===== config.mk =====
export PLATFORM = sky130hd
export DESIGN_NAME = conv_window_gen
export DESIGN_NICKNAME = d
export VERILOG_FILES = /design/src/rtl/conv_window_gen.sv
export SDC_FILE = /design/constraint.sdc
export NUM_CORES = 1
export LEC_CHECK = 0
export ABC_AREA = 1
export CORE_ASPECT_RATIO = 1.25
export CORE_UTILIZATION = 60
export DETAILED_ROUTE_END_ITERATION = 16
export GPL_TIMING_DRIVEN = 1
export HOLD_SLACK_MARGIN = 0.06
export PLACE_DENSITY = 0.79
export SYNTH_ARGS = -nofsm -noshare
export SYNTH_HDL_FRONTEND = slang
export SYNTH_SLANG_ARGS = --single-unit

===== constraint.sdc =====
create_clock -name clk -period 4.5 [get_ports clk]
set_clock_uncertainty 0.2 [all_clocks]
set_input_delay 0.9 -clock clk [delete_from_list [all_inputs] [get_ports clk]]
set_output_delay 0.9 -clock clk [all_outputs]
set_load 0.1 [all_outputs]

===== src/rtl/conv_window_gen.sv =====
// conv_window_gen: sliding F x F window generator for a raster-order pixel
// stream. Pixels arrive row-major; once F rows and F columns of the current
// frame are available, every accepted pixel produces one window covering the
// F x F neighbourhood whose bottom-right corner is that pixel.
//
// Ports:
//   clk      - clock, all state changes on its rising edge
//   resetn   - asynchronous active-low reset
//   s_valid  - upstream pixel valid
//   s_ready  - pixel accepted this cycle when s_valid is also high
//   s_data   - pixel value (DATA_WIDTH bits)
//   m_valid  - window valid toward the convolution stage
//   m_ready  - convolution stage accepts the window
//   m_data   - flattened window, element (r,c) at [(r*F+c)*DATA_WIDTH +: DATA_WIDTH]
//   m_last   - final window of a frame, qualified by m_valid
module conv_window_gen #(
  parameter int H          = 24,
  parameter int W          = 24,
  parameter int F          = 5,
  parameter int DATA_WIDTH = 8
) (
  input  logic                         clk,
  input  logic                         resetn,
  input  logic                         s_valid,
  output logic                         s_ready,
  input  logic [DATA_WIDTH-1:0]        s_data,
  output logic                         m_valid,
  input  logic                         m_ready,
  output logic [F*F*DATA_WIDTH-1:0]    m_data,
  output logic                         m_last
);

  localparam int CW = (W > 1) ? $clog2(W) : 1;
  localparam int RW = (H > 1) ? $clog2(H) : 1;
  localparam logic [CW-1:0] COL_LAST  = CW'(W - 1);
  localparam logic [RW-1:0] ROW_LAST  = RW'(H - 1);
  localparam logic [CW-1:0] COL_FIRST = CW'(F - 1);
  localparam logic [RW-1:0] ROW_FIRST = RW'(F - 1);

  logic [CW-1:0]         col;
  logic [RW-1:0]         row;
  // lbuf[k] holds image row (row-F+1+k); lbuf[F-2] is the row just above.
  logic [DATA_WIDTH-1:0] lbuf    [F-1][W];
  logic [DATA_WIDTH-1:0] win     [F][F];
  logic [DATA_WIDTH-1:0] new_col [F];
  logic                  accept;
  logic                  load;
  logic                  frame_end;

  assign s_ready   = !m_valid || m_ready;
  assign accept    = s_valid && s_ready;
  // Only pixels with a full F x F neighbourhood inside the current frame
  // produce a window, so stale line-buffer data (previous frame, or left
  // over from a reset) never reaches m_data.
  assign load      = accept && (row >= ROW_FIRST) && (col >= COL_FIRST);
  assign frame_end = (row == ROW_LAST) && (col == COL_LAST);

  // Column entering the window: F-1 buffered pixels above plus the new pixel.
  always_comb begin
    for (int unsigned r = 0; r < F; r++) new_col[r] = '0;
    for (int unsigned r = 0; r < F - 1; r++) new_col[r] = lbuf[r][col];
    new_col[F-1] = s_data;
  end

  // Line buffers advance vertically at the current column: each row slot
  // moves up by one and the new pixel becomes the newest buffered row.
  always_ff @(posedge clk) begin
    if (accept) begin
      for (int unsigned r = 0; r + 2 < F; r++) lbuf[r][col] <= lbuf[r+1][col];
      lbuf[F-2][col] <= s_data;
    end
  end

  // Window register doubles as the output data register: it only moves on an
  // accepted pixel, and no pixel is accepted while a window is stalled.
  always_ff @(posedge clk or negedge resetn) begin
    if (!resetn) begin
      for (int unsigned r = 0; r < F; r++)
        for (int unsigned c = 0; c < F; c++)
          win[r][c] <= '0;
    end else if (accept) begin
      for (int unsigned r = 0; r < F; r++) begin
        for (int unsigned c = 0; c + 1 < F; c++) win[r][c] <= win[r][c+1];
        win[r][F-1] <= new_col[r];
      end
    end
  end

  always_ff @(posedge clk or negedge resetn) begin
    if (!resetn) begin
      col <= '0;
      row <= '0;
    end else if (accept) begin
      if (col == COL_LAST) begin
        col <= '0;
        row <= (row == ROW_LAST) ? '0 : row + 1'b1;
      end else begin
        col <= col + 1'b1;
      end
    end
  end

  always_ff @(posedge clk or negedge resetn) begin
    if (!resetn) begin
      m_valid <= 1'b0;
      m_last  <= 1'b0;
    end else begin
      if (load) begin
        m_valid <= 1'b1;
        m_last  <= frame_end;
      end else if (m_ready) begin
        m_valid <= 1'b0;
      end
    end
  end

  always_comb begin
    m_data = '0;
    for (int unsigned r = 0; r < F; r++)
      for (int unsigned c = 0; c < F; c++)
        m_data[(r*F+c)*DATA_WIDTH +: DATA_WIDTH] = win[r][c];
  end

endmodule


==> results.yml, run 1 <==
floorplanning:
  die_h_um: 293
  die-area_um2: 69000
  die_x_um: 235
  rows: 106
  core_area_um2: 67100
  io_pins: 215
  floorplan.initialDensity_pct: 60.8
sta:
  finalSetupViolations: 0
  finalCritPeriodShare_pct: 78.0
  rsz0062_at_grt: "false"
  tightestPinTransition_ns: 1.16
  fin_hold_ws_ns: 0.0873
  hold_viol_final: 0
  slew_viol_final: 0
  fmax_ghz: 0.285
  finalCriticalPeriod_ns: 3.51
  fin_setup_tns_ns: 0
  slew_headroom_pct: 22.6
setup_path:
  cp_max_fo: 3
  r2r_slack_ns: 1.22
  timing.rr.end: "lbuf[2][119]$_DFFE_PP_"
  r2r_cells: 11
  arrival_ns: 2.41
  crit_family: "buffers and inverters"
  worst-path-buf-inv: 1
  rr_startpoint: "col[0]$_DFFE_PN0P_"
  crit_type: "register to output port"
  crit_slowest_cell: "clkdlybuf4s50_1"
  slowest_delay_ns: 1.24
  critPathCaptureType: "output port"
  startpoint_type: "register"
  required_ns: 3.40
  cp_cell_sequence: "clkdlybuf4s50_1"
detailed_routing:
  vias_per_cell: 5.52
  drt-initial-drc-count: 3521
  routed_wl_um: 106000
  wl_per_cell_um: 20.5
  drtPass1Iterations: 6
  vias: 28373
  drc: 0
  final_antenna_net_count: 0
global_routing:
  first_global_vias: 27695
  antenna_found_initial: 1
  grt_overflow: 0
  grt_start_max_net_pins: 200
  grt_usage_pct: 30.8
  grt_pass1_wl_um: 161000
finish:
  diodes: 0
  drive_above_1_share_pct: 6.48
  fillers: 4600
  fin_nets: 4220
  final_cell_mix: "nand2_1 (1573), edfxtp_1 (768), inv_1 (469), nor2_1 (291), nand3_1 (218)"
  area_delta_synth_final_pct: 15.2
  final_common_cell: "nand2_1"
  fin_util_pct: 70.0
  final_cells: 5141
yosys:
  yosys_warnings: 0
  synth_cells: 3988
  netlist_area_um2: 40800
  syn-num-nets: 4006
  yosysSeqAreaShare_pct: 69.6
  yosysUniqueCellTypes: 29
  async_flop_share_pct: 21.6
  synth_edf_count: 768
  synth_seq_cells: 980
  synth.avg_cell_area_um2: 10.2
  yosys_most_used_dff: "edfxtp_1"
cts:
  clock-sinks: 980
  cts_resized: 0
  worstSkewPairLatency_ns: 0.65
  htreeDepth: 3
  clk_pin_slew_ns: 0.07
  post_cts_buffers: 0
  holdBufCountCts: 0
  numCtsBuffers: 90
  cts_root_buf: "clkbuf_16"
  cts_tree: "yes"
  clock_path_buffers: 3
placed_design:
  dpl.cell_count: 4974
  port_buffers: 214
  hpwl_um: 62600
  gp_congestion: 0.840
job:
  max_cap_viol_count: 0
outcome:
  status: "completed"
worst_hold_path:
  hold_path_class: "input pin to async pin"
[cell usage after synthesis, drive strengths merged (3+ instances only)]
cell / count / area share [%]
nand2: 1576 / 15
inv: 477 / 4.4
ha: 6 / 0.18
buf: 143 / 2.5
nand3: 219 / 2.7
nor2: 319 / 3.0
dfrtp: 212 / 13
o21ai: 198 / 2.4
edfxtp: 768 / 57
clkbuf: 47 / 0.44
nor3: 3 / 0.037
a21oi: 14 / 0.17
[flip-flops by register name, indices dropped and copies added (netlist names)]
register / count
m_data: 200
lbuf: 768
col: 5
row: 5
m_last: 1
m_valid: 1
[per-stage QoR]
| step | area (um2) | setup WS, ns |
|---|---|---|
| after detailed placement | 44100 | 0.936 |
| after CTS | 47000 | 1.00 |
| after global placement | 44100 | 0.994 |
| final | 47000 | 0.991 |
| after floorplan | 40800 | 0.178 |
| after global routing | 47000 | 0.960 |
[cell type report]
type	instances	area, um2	area share (%)
tap	864	1080	2.30
inverter	477	1810	3.85
timing repair buffer	312	3190	6.80
multi-input combinational	2341	9650	20.5
clock buffer	124	2510	5.35
clock inverter	43	358	0.762
sequential	980	28400	60.4
[worst register-to-register path, stage by stage, from the launching register on]
cell     delay (ns)
dfrtp_4        0.63
inv_8          0.30
buf_12         0.29
buf_12         0.28
nand2_1        0.15
nand3_1        0.09
nand2_1        0.07
nand2_1        0.10
nand2_1        0.07
nor2_1         0.32
nand2_1        0.19
buf_4          0.28
[layer usage]
| metal | vias up | wire length (um) | track usage, % |
|---|---|---|---|
| li1 | 13077 | - | - |
| met4 | 0 | 4640 | 13.8 |
| met3 | 263 | 9630 | 5.55 |
| met2 | 1484 | 53300 | 52.7 |
| met1 | 13549 | 38000 | 38.6 |
| met5 | - | 0 | 0 |
[cells by family (layout without fill, tap and decap cells)]
family                   after synthesis  in the layout  share of synthesized area (%)
AND/OR/NAND/NOR                     2118           2118                           20.2
XOR/XNOR                               2              2                         0.0430
flip-flops                           980            980                           69.6
buffers and inverters                667            956                           7.31
adder cells (fa/ha/maj)                6              6                          0.184
AO/OA/AOI/OAI                        215            215                           2.66
[worst max path at each step]
stage,from,endpoint,cells past startpoint
finish,m_data[35]$_DFFE_PN0P_,m_data[35],1
floorplan,m_ready,lbuf[0][104]$_DFFE_PP_,8
CTS,m_data[35]$_DFFE_PN0P_,m_data[35],1
global route,m_data[35]$_DFFE_PN0P_,m_data[35],1
global placement,m_ready,lbuf[1][127]$_DFFE_PP_,8
detailed placement,m_ready,lbuf[2][124]$_DFFE_PP_,8
Power of run 1 is left out: the tool's default activity adds up to more than one toggle a clock period on the data nets, which glitch-free logic cannot reach.
==> run 2, diff against run 1 <==
clock period = 3.3 ns   (was 4.5 ns; I/O delays follow)
==> results.yml, run 2 (synthesis results as in run 1) <==
setup_path:
  crit_top_cell: "nand2_1"
  worst-path-buf-inv: 3
  startpoint_type: "register"
  r2r_cells: 9
  crit_family: "buffers and inverters"
  critPathCaptureType: "register"
  crit_type: "register to register"
  slowest_delay_ns: 0.64
  cp.depth: 9
  cp_max_fo: 30
  arrival_ns: 3.17
  required_ns: 3.55
  cp_cell_sequence: "inv_6 -> buf_4 -> nand3_1 -> nand2_1 -> nand2_1 -> nand2_1 -> nor2_1 -> nand2_1 -> buf_4"
  crit_slowest_cell: "dfrtp_4"
sta:
  finalCriticalPeriod_ns: 2.92
  fin_setup_tns_ns: 0
  finalCritPeriodShare_pct: 88.5
  hold_viol_final: 0
  tightestPinTransition_ns: 1.32
  slew_headroom_pct: 11.6
  fmax_ghz: 0.342
  slew_viol_final: 0
  finalSetupViolations: 0
  rsz0062_at_grt: "false"
cts:
  post_cts_buffers: 0
  cts_root_buf: "clkbuf_16"
  cts_tree: "yes"
  clock_path_buffers: 3
  numCtsBuffers: 89
  htreeDepth: 3
  clk_pin_slew_ns: 0.07
  holdBufCountCts: 1
  cts_resized: 0
  clock-sinks: 980
  worstSkewPairLatency_ns: 0.65
finish:
  final_common_cell: "nand2_1"
  multi_input_area_um2: 9650
  final_cell_mix: "nand2_1 (1572), edfxtp_1 (768), inv_1 (469), buf_4 (308), nor2_1 (291)"
  fillers: 4600
  fin_nets: 4254
  largest-register: "lbuf"
  diodes: 0
  area_delta_synth_final_pct: 14.7
  largest_reg_flops: 768
  drive_above_1_share_pct: 11.8
  seq_area_um2: 28400
detailed_routing:
  routed_wl_um: 106000
  vias: 28737
  drtPass1Iterations: 6
  wl_per_cell_um: 20.6
  drt-initial-drc-count: 3286
  vias_per_cell: 5.56
  drc: 0
  final_antenna_net_count: 0
floorplanning:
  die-area_um2: 69000
  core_area_um2: 67100
  rows: 106
  io_pins: 215
  die_x_um: 235
  die_h_um: 293
  floorplan.initialDensity_pct: 60.8
global_routing:
  grt_pass1_wl_um: 162000
  first_global_vias: 28364
  grt_start_max_net_pins: 203
  grt_overflow: 0
  antenna_found_initial: 0
  grt_usage_pct: 31.1
job:
  max_cap_viol_count: 0
worst_hold_path:
  hold_path_class: "register to register"
  hold_path_depth: 2
placed_design:
  port_buffers: 214
  gp_congestion: 0.836
  hpwl_um: 61500
outcome:
  status: "completed"
-- run 2: path summary, 6_finish.rpt --
kind	startpoint	end	slack, ns
setup / recovery	col[1]$_DFFE_PN0P_	lbuf[2][24]$_DFFE_PP_	0.38
hold / removal	m_data[123]$_DFFE_PN0P_	m_data[123]$_DFFE_PN0P_	0.29
setup reg to reg	col[1]$_DFFE_PN0P_	lbuf[2][24]$_DFFE_PP_	0.38
hold reg to reg	m_data[123]$_DFFE_PN0P_	m_data[123]$_DFFE_PN0P_	0.29
max in group asynchronous	resetn	m_data[198]$_DFFE_PN0P_	1.71
min in group asynchronous	resetn	m_data[45]$_DFFE_PN0P_	0.35
-- run 2: cell type report --
class                   instances  area share (%)
repair buffers                347            6.36
inverters                     477            3.86
multi-input cells            2341            20.6
clock inverters                46           0.909
clock buffers                 117            5.27
flip-flops and latches        980            60.6
well taps                     864            2.31
-- run 2: per-layer routing --
layer / wire (um) / track usage, % / share of wire (%) / up-vias
met1: 38600 / 39.4 / 36 / 13665
met2: 52100 / 52.3 / 49 / 1625
met5: 0 / 0 / 0 / -
li1: - / - / - / 13137
met4: 4960 / 15.1 / 4.7 / 0
met3: 10600 / 5.35 / 10 / 310
-- run 2: worst min-delay path: cells and delay by family, from the launching register on --
kind / cells / cell delay [ns]
DFF: 1 / 0.34
and+or+nand+nor: 2 / 0.11
-- run 2: per-stage QoR --
step | setup WS [ns] | hold slack, ns | cells | instance area (um2) | utilization, %
after floorplan | 0.0490 | 0.164 | 3988 | 40900 | -
after global placement | 0.320 | 0.265 | 5008 | 43900 | 65.4
after detailed placement | 0.285 | 0.266 | 5008 | 43900 | 65.4
after CTS | 0.437 | 0.284 | 5172 | 46800 | 69.7
after global routing | 0.274 | 0.315 | 5172 | 46800 | 69.7
final | 0.380 | 0.285 | 5172 | 46800 | 69.7
Power of run 2 is left out for the same reason.
